$ cat src/rtl/exec_arith_branch_unit_pkg.sv
// rtl/exec_arith_branch_unit_pkg.sv - shared widths, flag indices and encodings for the execute slice
package exec_arith_branch_unit_pkg;

    localparam int W_OPR   = 32;
    localparam int W_IMM   = 16;
    localparam int ADDR    = 16;
    localparam int W_FLAGS = 4;
    localparam int W_CC    = 4;

    localparam int FLAG_C = 0;
    localparam int FLAG_Z = 1;
    localparam int FLAG_S = 2;
    localparam int FLAG_V = 3;

    typedef enum logic [1:0] {
        OP_ADDX   = 2'd0,
        OP_ABSX   = 2'd1,
        OP_BRANCH = 2'd2,
        OP_NOP    = 2'd3
    } op_e;

    typedef enum logic [1:0] {
        SEL_ADD = 2'd0,
        SEL_SUB = 2'd1,
        SEL_ADC = 2'd2,
        SEL_SBB = 2'd3
    } addx_sel_e;

    typedef enum logic [W_CC-1:0] {
        CC_AL = 4'd0,
        CC_EQ = 4'd1,
        CC_NE = 4'd2,
        CC_CS = 4'd3,
        CC_CC = 4'd4,
        CC_MI = 4'd5,
        CC_PL = 4'd6,
        CC_VS = 4'd7,
        CC_VC = 4'd8,
        CC_HI = 4'd9,
        CC_LS = 4'd10,
        CC_GE = 4'd11,
        CC_LT = 4'd12,
        CC_GT = 4'd13,
        CC_LE = 4'd14,
        CC_NV = 4'd15
    } cc_e;

endpackage

$ cat src/rtl/exec_arith_branch_cond.sv
// rtl/exec_arith_branch_cond.sv - combinational condition-code evaluator over the flags register
module exec_arith_branch_cond
    import exec_arith_branch_unit_pkg::*;
(
    input  logic [W_CC-1:0]    cc,
    input  logic [W_FLAGS-1:0] flags,
    output logic               taken
);

    logic c, z, s, v;

    assign c = flags[FLAG_C];
    assign z = flags[FLAG_Z];
    assign s = flags[FLAG_S];
    assign v = flags[FLAG_V];

    // Decode the condition code against the committed flags
    always_comb begin
        taken = 1'b0;
        case (cc)
            CC_AL: taken = 1'b1;
            CC_EQ: taken = z;
            CC_NE: taken = !z;
            CC_CS: taken = c;
            CC_CC: taken = !c;
            CC_MI: taken = s;
            CC_PL: taken = !s;
            CC_VS: taken = v;
            CC_VC: taken = !v;
            CC_HI: taken = c && !z;
            CC_LS: taken = !c || z;
            CC_GE: taken = (s == v);
            CC_LT: taken = (s != v);
            CC_GT: taken = !z && (s == v);
            CC_LE: taken = z || (s != v);
            CC_NV: taken = 1'b0;
            default: taken = 1'b0;
        endcase
    end

endmodule

$ cat src/rtl/exec_arith_branch_unit.sv
// rtl/exec_arith_branch_unit.sv - execute stage addx/absx/branch slice; ADDX_CARRY_EN enables adc/sbb
module exec_arith_branch_unit
    import exec_arith_branch_unit_pkg::*;
(
    input  logic               clk,
    input  logic               reset,
    input  logic               v_i,
    input  logic               stall_i,
    input  logic [1:0]         op_i,
    input  logic [1:0]         sel_i,
    input  logic               immf_i,
    input  logic               sign_i,
    input  logic [W_IMM-1:0]   imm_i,
    input  logic [W_OPR-1:0]   opr0_i,
    input  logic [W_OPR-1:0]   opr1_i,
    input  logic [ADDR-1:0]    pc_i,
    output logic               v_o,
    output logic [W_OPR-1:0]   result_o,
    output logic [W_FLAGS-1:0] flags_o,
    output logic               stall_o,
    output logic               branch_o,
    output logic [ADDR-1:0]    branch_addr_o
);

    localparam logic [W_OPR-1:0] MIN_NEG = {1'b1, {(W_OPR-1){1'b0}}};

    logic [W_OPR-1:0]   a, b, b_ext, b_op, add_r, abs_r, res_d;
    logic [W_OPR:0]     sum;
    logic               is_sub, carry_in, add_v;
    logic [W_FLAGS-1:0] flags_q, flags_d;
    logic               cond_taken;
    logic [ADDR-1:0]    target;

    assign a     = opr0_i;
    assign b_ext = sign_i ? {{(W_OPR-W_IMM){imm_i[W_IMM-1]}}, imm_i}
                          : {{(W_OPR-W_IMM){1'b0}}, imm_i};
    assign b     = immf_i ? b_ext : opr1_i;

    // Carry-in per sub-op; without the carry feature adc/sbb fold onto add/sub
    always_comb begin
        is_sub   = 1'b0;
        carry_in = 1'b0;
        case (sel_i)
            SEL_ADD: begin is_sub = 1'b0; carry_in = 1'b0; end
            SEL_SUB: begin is_sub = 1'b1; carry_in = 1'b1; end
`ifdef ADDX_CARRY_EN
            SEL_ADC: begin is_sub = 1'b0; carry_in = flags_q[FLAG_C]; end
            SEL_SBB: begin is_sub = 1'b1; carry_in = flags_q[FLAG_C]; end
`else
            SEL_ADC: begin is_sub = 1'b0; carry_in = 1'b0; end
            SEL_SBB: begin is_sub = 1'b1; carry_in = 1'b1; end
`endif
            default: begin is_sub = 1'b0; carry_in = 1'b0; end
        endcase
    end

    assign b_op  = is_sub ? ~b : b;
    assign sum   = {1'b0, a} + {1'b0, b_op} + {{W_OPR{1'b0}}, carry_in};
    assign add_r = sum[W_OPR-1:0];
    assign add_v = is_sub ? ((a[W_OPR-1] != b[W_OPR-1]) && (add_r[W_OPR-1] != a[W_OPR-1]))
                          : ((a[W_OPR-1] == b[W_OPR-1]) && (add_r[W_OPR-1] != a[W_OPR-1]));

    // Negating the most negative value wraps back to itself, which is the intended result
    assign abs_r = b[W_OPR-1] ? (~b + W_OPR'(1)) : b;

    // Select the stage result and the flags it would commit
    always_comb begin
        res_d   = '0;
        flags_d = flags_q;
        case (op_i)
            OP_ADDX: begin
                res_d           = add_r;
                flags_d[FLAG_C] = sum[W_OPR];
                flags_d[FLAG_Z] = (add_r == '0);
                flags_d[FLAG_S] = add_r[W_OPR-1];
                flags_d[FLAG_V] = add_v;
            end
            OP_ABSX: begin
                res_d           = abs_r;
                flags_d[FLAG_C] = 1'b0;
                flags_d[FLAG_Z] = (abs_r == '0);
                flags_d[FLAG_S] = abs_r[W_OPR-1];
                flags_d[FLAG_V] = (b == MIN_NEG);
            end
            default: begin
                res_d   = '0;
                flags_d = flags_q;
            end
        endcase
    end

    // Output and flag registers; stall freezes everything
    always_ff @(posedge clk or negedge reset) begin
        if (!reset) begin
            v_o      <= 1'b0;
            result_o <= '0;
            flags_q  <= '0;
        end else if (!stall_i) begin
            v_o      <= v_i;
            result_o <= res_d;
            if (v_i && (op_i == OP_ADDX || op_i == OP_ABSX)) begin
                flags_q <= flags_d;
            end
        end
    end

    exec_arith_branch_cond u_cond (
        .cc    (opr0_i[W_CC-1:0]),
        .flags (flags_q),
        .taken (cond_taken)
    );

    assign target        = b[ADDR-1:0];
    assign branch_addr_o = sel_i[0] ? (pc_i + target) : target;
    assign branch_o      = v_i && (op_i == OP_BRANCH) && cond_taken;
    assign flags_o       = flags_q;
    assign stall_o       = stall_i;

endmodule

$ cat config.mk
export PLATFORM = sky130hd
export DESIGN_NAME = exec_arith_branch_unit
export DESIGN_NICKNAME = d
export VERILOG_FILES = /design/src/rtl/exec_arith_branch_unit_pkg.sv /design/src/rtl/exec_arith_branch_cond.sv /design/src/rtl/exec_arith_branch_unit.sv
export SDC_FILE = /design/constraint.sdc
export NUM_CORES = 1
export LEC_CHECK = 0
export ABC_AREA = 1
export CORE_MARGIN = 3
export CORE_UTILIZATION = 57
export DETAILED_ROUTE_END_ITERATION = 10
export PLACE_DENSITY = 0.87
export SLEW_MARGIN = 30
export SYNTH_ARGS = -nofsm -noshare
export SYNTH_HDL_FRONTEND = slang
export SYNTH_HIERARCHICAL = 1
export SYNTH_SLANG_ARGS = --single-unit
$ cat constraint.sdc
create_clock -name clk -period 6.35 [get_ports clk]
set_input_delay 0.9525 -clock clk [delete_from_list [all_inputs] [get_ports clk]]
set_output_delay 0.9525 -clock clk [all_outputs]
set_load 0.005 [all_outputs]
Word-level counts from Yosys, hierarchy flattened
Index checks and enable logic that the tools add are counted.

Equality and inequality tests: 26. Multiplexer cells: 10. Bitwise gates (word level): 2. $add $sub $neg: 4. Reduce and logical (&&, ||, !) cells: 23.

Operators by type and width (number): $mux 32 (4); $logic_not 32->1 (2); $pmux 32 s2 (1); $add 32x32->33 (1); $add 33x1->33 (1); $add 32x1->32 const B (1); $eq 32x32->1 const B (1); $eq 4x4->1 const B (8); $not 32->32 (1); $add 16x16->16 (1); $eq 4x3->1 const B (4); $mux 16 (1); $pmux 1 s16 (1); $eq 4x2->1 const B (2); $pmux 4 s2 (1); $logic_and 1x1->1 (7); $eq 2x2->1 const B (3); $eq 2x1->1 const B (2); $eq 4x1->1 const B (1); $logic_not 1->1 (4); $logic_not 2->1 (2); $logic_not 4->1 (1); $reduce_or 2->1 (2); $logic_or 1x1->1 (3); 7 further kinds (10).

Register bits after elaboration: 37. Output and inout port bits: 55.

Logic depth before layout (Yosys ltp)
Gate-level depths: netlist of run 1.

Depth after elaboration: 10. Depth in mapped cells: 27. Gate-level depth less buffers: 25.

Hierarchy
The synthesis of run 1 kept the hierarchy.

By module, submodules not included: exec_arith_branch_unit (cells each 1322, area each 7150.6 um2, times used 1, seq. area each 925.9 um2); exec_arith_branch_cond (cells each 53, area each 235.2 um2, times used 1, seq. area each 0.0 um2).

Worst setup path after synthesis of run 1
Ideal clock, no wire load.

Path kind: input to output. Start point: in immf_i. End point: out branch_addr_o[12]. Arrival: 3.337 ns. Path buffers: 1. Slack: 2.060 ns. Stages on the path: 18. Data required time: 5.398 ns. Cell sequence: buf_6 > inv_8 > nand2_1 > nand2_2 > ha_1 > inv_1 > fa_1 > nor2_1 > o21ai_0 > nand2_1 > inv_1 > o21ai_0 > o21ai_0 > o21ai_0 > a21boi_0 > o21ai_0 > nor2_1 > o21ai_0.

Word-level cells in the longest chain between the ends: 3.

RTL lines: start, declared (line exec_arith_branch_unit.sv:11) `input logic immf_i,`; $mux 32 * (line exec_arith_branch_unit.sv:37) `assign b = immf_i ? b_ext : opr1_i;`; $add 16x16->16 (line exec_arith_branch_unit.sv:114) `assign branch_addr_o = sel_i[0] ? (pc_i + target) : target;`; $mux 16 * (line exec_arith_branch_unit.sv:114); end, declared (line exec_arith_branch_unit.sv:22) `output logic [ADDR-1:0] branch_addr_o`.

Every way passes the cells marked *; elsewhere a longest branch is shown, timed or not.

Final worst setup path of run 1
Same ends and word-level chain as after synthesis.

==> impl_metrics.py, run 1 <==
metrics = {
    "worst_setup_path": {
        "worst_r2r_endpoint": "result_o[30]",
        "reg2reg_depth": 1,
        "r2r_setup_slack_ns": 5.53,
        "critPathSlowestCell": "clkdlybuf4s50_1",
        "worstPathCellList": "clkdlybuf4s50_1 > buf_4 > nand2_1 > nand2_2 > ha_1 > inv_1 > fa_1 > nor2_1 > o21ai_0 > nand2_1 > inv_1 > o21ai_0 > o21ai_0 > o21ai_0 > a21boi_0 > o21ai_0 > nor2_1 > o21ai_0 > clkdlybuf4s50_1",
        "reg2reg_from": "result_o[30]",
        "arrival_ns": 4.99,
        "cpPeakStageDelay_ns": 0.61,
        "endpoint_kind": "output pin",
        "critPathBufInv": 5,
        "worst-path-stages": 19,
        "cp_max_fo": 8,
        "crit_family": "buffers and inverters",
        "cp.required_ns": 5.40,
        "crit_top_cell": "o21ai_0",
        "cp-start-kind": "primary input",
        "crit_type": "in -> out",
    },
    "global_routing": {
        "grt_pass1_vias": 8756,
        "use_met3_pct": 7.16,
        "use_met2_pct": 62.6,
        "gr-total-overflow": 0,
        "grt_pass1_wl_um": 43800,
        "busiest_layer": "met2",
        "grt_max_degree": 45,
        "gr-usage-met1_pct": 49.7,
        "grt_usage_pct": 37.9,
        "antenna_found_initial": 0,
    },
    "logic_synthesis": {
        "synthesis.nets": 1532,
        "ys.flop_type": "dfrtp_1",
        "async_flop_share_pct": 100,
        "synth_cell_types": 50,
        "yosys_warnings": 6,
        "syn-cell-area_mm2": 0.00739,
        "synth_top_area_share_pct": 27.8,
        "synth_edf_count": 0,
        "synth_top_area_cell": "nand2_1",
        "ys_seq_area_share_pct": 12.5,
        "avgSynthCellArea_um2": 5.37,
        "synthTopCellsByArea": "nand2_1 28%, dfrtp_1 13%, inv_1 8.5%, ha_1 8.3%, nor2_1 7.5%",
        "synthCells": 1375,
        "ys_ff_latch": 37,
    },
    "layout": {
        "multi_input_area_mm2": 0.00562,
        "n_antenna_cell": 0,
        "nNetsFinal": 1673,
        "syn_to_final_growth_pct": 24.6,
        "drive_gt1_share_pct": 4.95,
        "fillers": 1078,
        "regArea_um2": 926,
    },
    "floorplanning": {
        "coreArea_mm2": 0.0123,
        "dieHeight_um": 120,
        "io_pins": 161,
        "start_util_pct": 60.0,
        "placementRows": 40,
        "die_area_mm2": 0.0144,
        "die_w_um": 120,
    },
    "min_path": {
        "hp-class": "reg -> reg",
        "hold_end": "result_o[28]",
        "worstHoldStart": "result_o[28]",
        "worstHoldPathCells": 2,
    },
    "timing": {
        "setup_tns_ns": 0,
        "slew_violations": 0,
        "fin_crit_sh_pct": 93.5,
        "skew_ns": 0,
        "finalHoldViolCount": 0,
        "rsz0062_at_grt": "false",
        "whs_ns": 0.475,
        "slew_headroom_pct": 44.1,
        "fin_ws_ns": 0.410,
        "setup_violations": 0,
        "max_clock_freq_ghz": 0.168,
        "worst_pin_slew_ns": 0.836,
        "layout_min_cycle_time_ns": 5.94,
    },
    "clocking": {
        "ctsRootBufferMaster": "clkbuf_16",
        "clkTransAtPathRegs_ns": 0.05,
        "hold_buffers": 0,
        "cts.sinks": 37,
        "cts_tree": "built",
        "cts_setup_buffers": 0,
        "cts_resized": 0,
        "worstSkewPairLatency_ns": 0.28,
        "cts_buffers": 5,
        "htree_levels": 2,
        "clock_path_buffers": 2,
    },
    "pwr": {
        "power.total_mw": 1.55,
        "power_density_mw_per_mm2": 168,
        "vdd_drop_max_uv": 144,
        "p_leak_nw": 4.88,
    },
    "routing": {
        "routed_wl_um": 28000,
        "drc": 0,
        "wl_per_cell_um": 16.6,
        "final_antenna_net_count": 0,
        "firstDrtPassIters": 7,
        "via_per_inst": 5.76,
        "vias": 9707,
        "drtIter0Drc": 1219,
    },
    "place": {
        "dp_hpwl_um": 23400,
        "place_ws_ns": 0.458,
        "gp_congestion": 1.04,
        "io_buffers": 159,
    },
    "flow_run": {
        "maxCapViolCount": 0,
    },
    "run_status": {
        "outcome": "finished, final reports clean",
    },
}
==> how the worst max path moves through the flow <==
stage	startpoint	end	slack, ns
floorplan	immf_i	branch_addr_o[12]	2.06
global placement	immf_i	branch_addr_o[12]	0.62
detailed placement	immf_i	branch_addr_o[12]	0.46
CTS	immf_i	branch_addr_o[12]	0.46
global route	immf_i	branch_addr_o[12]	0.13
finish	immf_i	branch_addr_o[12]	0.41
==> power by group <==
| part | switching (mW) | internal (mW) |
|---|---|---|
| Sequential | 0.0272 | 0.269 |
| Combinational | 0.620 | 0.383 |
| Clock | 0.0935 | 0.154 |
| Total | 0.740 | 0.805 |
==> sequential cells by signal (all words and copies together) (netlist names) <==
name / count
flags_o: 4
result_o: 32
v_o: 1
==> cell type report <==
class	instances	area share, %
Timing Repair Buffer	166	17.8
Clock inverter	1	0.0816
Tap cell	168	2.28
Sequential cell	37	10.1
Inverter	175	7.22
Multi-Input combinational cell	1131	61.1
Clock buffer	6	1.51
==> cell usage after synthesis, drive strengths merged, types with 2 or more instances <==
master	n
and2	2
xor2	36
nand3	110
inv	175
o31ai	5
a21o	3
ha	49
nor3	16
a31oi	14
nand2	570
clkbuf	17
or2	2
nand3b	6
o22ai	11
fa	2
a21oi	54
o211ai	2
xnor2	4
dfrtp	37
nand4	11
o21bai	4
mux2i	2
buf	15
o21ai	56
nor2	163
==> cells in the final DEF, fill, tap and decap left out, types with 2 or more instances in the layout <==
cell | synthesis | routed
nand2_1 | 547 | 547
inv_1 | 168 | 167
clkdlybuf4s50_1 | 0 | 157
nor2_1 | 147 | 147
nand3_1 | 107 | 107
a21oi_1 | 53 | 53
o21ai_0 | 52 | 52
ha_1 | 49 | 49
dfrtp_1 | 37 | 37
xor2_1 | 36 | 36
nand2_2 | 21 | 21
nor3_1 | 14 | 14
a31oi_1 | 14 | 14
nand4_1 | 11 | 11
o22ai_1 | 11 | 11
nor2_2 | 10 | 10
inv_2 | 6 | 7
buf_4 | 4 | 7
nor2_4 | 6 | 6
o31ai_1 | 5 | 5
nand3b_1 | 5 | 5
clkbuf_16 | 0 | 5
xnor2_1 | 4 | 4
o21bai_1 | 4 | 4
o21ai_1 | 3 | 3
a21o_1 | 3 | 3
nand2_4 | 2 | 2
or2_2 | 2 | 2
nand3_2 | 2 | 2
o211ai_1 | 2 | 2
nor3_2 | 2 | 2
mux2i_1 | 2 | 2
and2_1 | 2 | 2
fa_1 | 2 | 2
buf_2 | 3 | 2
==> routing by layer <==
layer,part of all wire (%),up-vias
li1,-,4647
met3,11,105
met5,0,-
met4,4.1,0
met1,39,4314
met2,45,641
==> cells by family after synthesis <==
| family | Yosys count | share of synthesized area (%) |
|---|---|---|
| AOI/OAI and AO/OA | 155 | 11.8 |
| DFF | 37 | 12.5 |
| and+or+nand+nor | 882 | 50.3 |
| adders and majority gates | 51 | 8.84 |
| xor gates and xnor gates | 40 | 4.74 |
| muxes | 3 | 0.424 |
| buffers and inverters | 207 | 11.4 |
==> metrics by stage <==
stage / std cells / util [%] / cell area (µm²)
floorplan: 1375 / - / 7390
global placement: 1677 / 73.5 / 9050
detailed placement: 1677 / 73.5 / 9050
CTS: 1684 / 74.7 / 9200
global route: 1684 / 74.7 / 9200
finish: 1684 / 74.7 / 9200
No activity file was read; power rests on OpenSTA's default activity.
==> run 2: changes to the inputs <==
Settings changed: GPL_TIMING_DRIVEN from default to 0, PLACE_DENSITY 0.87 to default, PLACE_DENSITY_LB_ADDON from default to 0.2.
==> run 2 against run 1 <==
Compared with the run above:
- sequential cell count unchanged
- register-to-register slack better by 0.06 ns
- final cell count up 1.4%
- clock-buffer cell count unchanged
- die area unchanged
- critical path depth down 1
- hold slack better by 0.0042 ns
- sequential share of layout area down 0.14 points
- combinational power about the same
- non-clock buffer count up 23
- largest power group unchanged
==> impl_metrics.py, run 2 (synthesis gave the netlist of run 1 again) <==
metrics = {
    "run_status": {
        "outcome": "finished, final reports clean",
    },
    "global_routing": {
        "grt_pass1_wl_um": 44700,
        "gr-total-overflow": 0,
        "grt_max_degree": 23,
        "grt_usage_pct": 38.6,
        "antenna_found_initial": 0,
        "grt_pass1_vias": 8957,
    },
    "clocking": {
        "cts_resized": 0,
        "htree_levels": 2,
        "cts_setup_buffers": 0,
        "cts.sinks": 37,
        "worstSkewPairLatency_ns": 0.28,
        "cts_tree": "built",
        "hold_buffers": 0,
        "clock_path_buffers": 2,
        "clkTransAtPathRegs_ns": 0.06,
        "cts_buffers": 5,
        "ctsRootBufferMaster": "clkbuf_16",
    },
    "min_path": {
        "hp-class": "reg -> reg",
        "hold_end": "result_o[22]",
        "worstHoldStart": "result_o[22]",
        "worstHoldPathCells": 2,
    },
    "timing": {
        "skew_ns": 0,
        "max_clock_freq_ghz": 0.175,
        "setup_tns_ns": 0,
        "fin_crit_sh_pct": 90.2,
        "setup_violations": 0,
        "slew_headroom_pct": 55.3,
        "slew_violations": 0,
        "layout_min_cycle_time_ns": 5.73,
        "whs_ns": 0.480,
        "worst_pin_slew_ns": 0.670,
        "rsz0062_at_grt": "false",
        "finalHoldViolCount": 0,
    },
    "place": {
        "io_buffers": 156,
        "dp_hpwl_um": 24000,
        "gp_congestion": 1.06,
    },
    "worst_setup_path": {
        "reg2reg_depth": 2,
        "cp_max_fo": 6,
        "reg2reg_from": "flags_o[0]",
        "cp-start-kind": "primary input",
        "crit_type": "in -> out",
        "r2r_setup_slack_ns": 5.59,
        "arrival_ns": 4.78,
        "endpoint_kind": "output pin",
        "cp.required_ns": 5.40,
        "worst_r2r_endpoint": "flags_o[0]",
        "crit_start": "imm_i[0]",
    },
    "layout": {
        "fillers": 1044,
        "drive_gt1_share_pct": 5.19,
        "final_cell_mix": "547 x nand2_1, 168 x inv_1, 155 x clkdlybuf4s50_1",
        "largest_reg_flops": 32,
        "n_antenna_cell": 0,
        "nNetsFinal": 1696,
        "regMostFlops": "result_o",
        "syn_to_final_growth_pct": 26.4,
        "final_common_cell": "nand2_1",
    },
    "pwr": {
        "power.total_mw": 1.56,
        "p_leak_nw": 4.94,
        "power_density_mw_per_mm2": 167,
        "vdd_drop_max_uv": 154,
    },
    "flow_run": {
        "maxCapViolCount": 0,
    },
    "routing": {
        "vias": 9864,
        "drc": 0,
        "via_per_inst": 5.78,
        "final_antenna_net_count": 0,
        "firstDrtPassIters": 7,
        "routed_wl_um": 28200,
        "drtIter0Drc": 1306,
        "wl_per_cell_um": 16.5,
    },
    "floorplanning": {
        "start_util_pct": 60.0,
        "coreArea_mm2": 0.0123,
        "dieHeight_um": 120,
        "die_area_mm2": 0.0144,
        "io_pins": 161,
        "die_w_um": 120,
        "placementRows": 40,
    },
}
run 2: changes by cell type in the layout (fill, tap and decap cells not counted), moves of 2 or more:
cell | previous run | this run
buf_2 | 2 | 4
buf_4 | 7 | 4
buf_1 | 0 | 3
clkbuf_1 | 0 | 17
clkdlybuf4s50_1 | 157 | 155
buf_6 | 0 | 5
run 2: critical path, stage by stage:
cell and delay, ns:
clkdlybuf4s50_1 0.48, nand2_1 0.09, nand2_2 0.19, ha_1 0.22, inv_1 0.06, fa_1 0.39, nor2_1 0.18, o21ai_0 0.10
nand2_1 0.09, inv_1 0.05, o21ai_0 0.14, o21ai_0 0.21, o21ai_0 0.35, a21boi_0 0.21, o21ai_0 0.27, nor2_1 0.06
o21ai_0 0.20, clkdlybuf4s50_1 0.54
run 2: layout make-up:
cell class / count / area, µm² / share of cell area, %
plain buffers: 32 / 176 / 1.89
clock buffers: 6 / 139 / 1.49
clock inverters: 2 / 13.8 / 0.147
inverters: 175 / 664 / 7.12
multi-input cells: 1131 / 5620 / 60.2
flip-flops and latches: 37 / 926 / 9.92
well taps: 168 / 210 / 2.25
repair buffers: 157 / 1580 / 17.0
run 2: power by group:
| group | switching, mW | internal, mW | total, mW | leakage (nW) |
|---|---|---|---|---|
| Clock | 0.0988 | 0.156 | 0.255 | 0.0768 |
| Sequential | 0.0276 | 0.269 | 0.296 | 0.471 |
| Combinational | 0.624 | 0.388 | 1.01 | 4.40 |
| Total | 0.750 | 0.813 | 1.56 | 4.94 |
run 2: metal layers:
metal | routed length [µm] | GRT usage (%)
met1 | 11100 | 50.7
met2 | 12600 | 63.2
met4 | 1360 | 16.3
met3 | 3100 | 6.03
met5 | 0 | 0
run 2: worst max path at each step:
stage	endpoint	slack, ns	cells after the start
finish	branch_addr_o[12]	0.62	18
global route	branch_addr_o[12]	0.35	18
CTS	branch_addr_o[12]	0.75	18
detailed placement	branch_addr_o[12]	0.76	18
global placement	branch_addr_o[12]	0.89	18
floorplan	branch_addr_o[12]	2.06	18
run 2: metrics by stage:
stage | setup slack [ns] | instances | util [%] | cell area [µm²]
finish | 0.620 | 1708 | 75.8 | 9330
global placement | 0.885 | 1699 | 74.4 | 9160
CTS | 0.751 | 1708 | 75.8 | 9330
floorplan | 2.06 | 1375 | - | 7390
detailed placement | 0.763 | 1700 | 74.6 | 9180
global route | 0.347 | 1708 | 75.8 | 9330
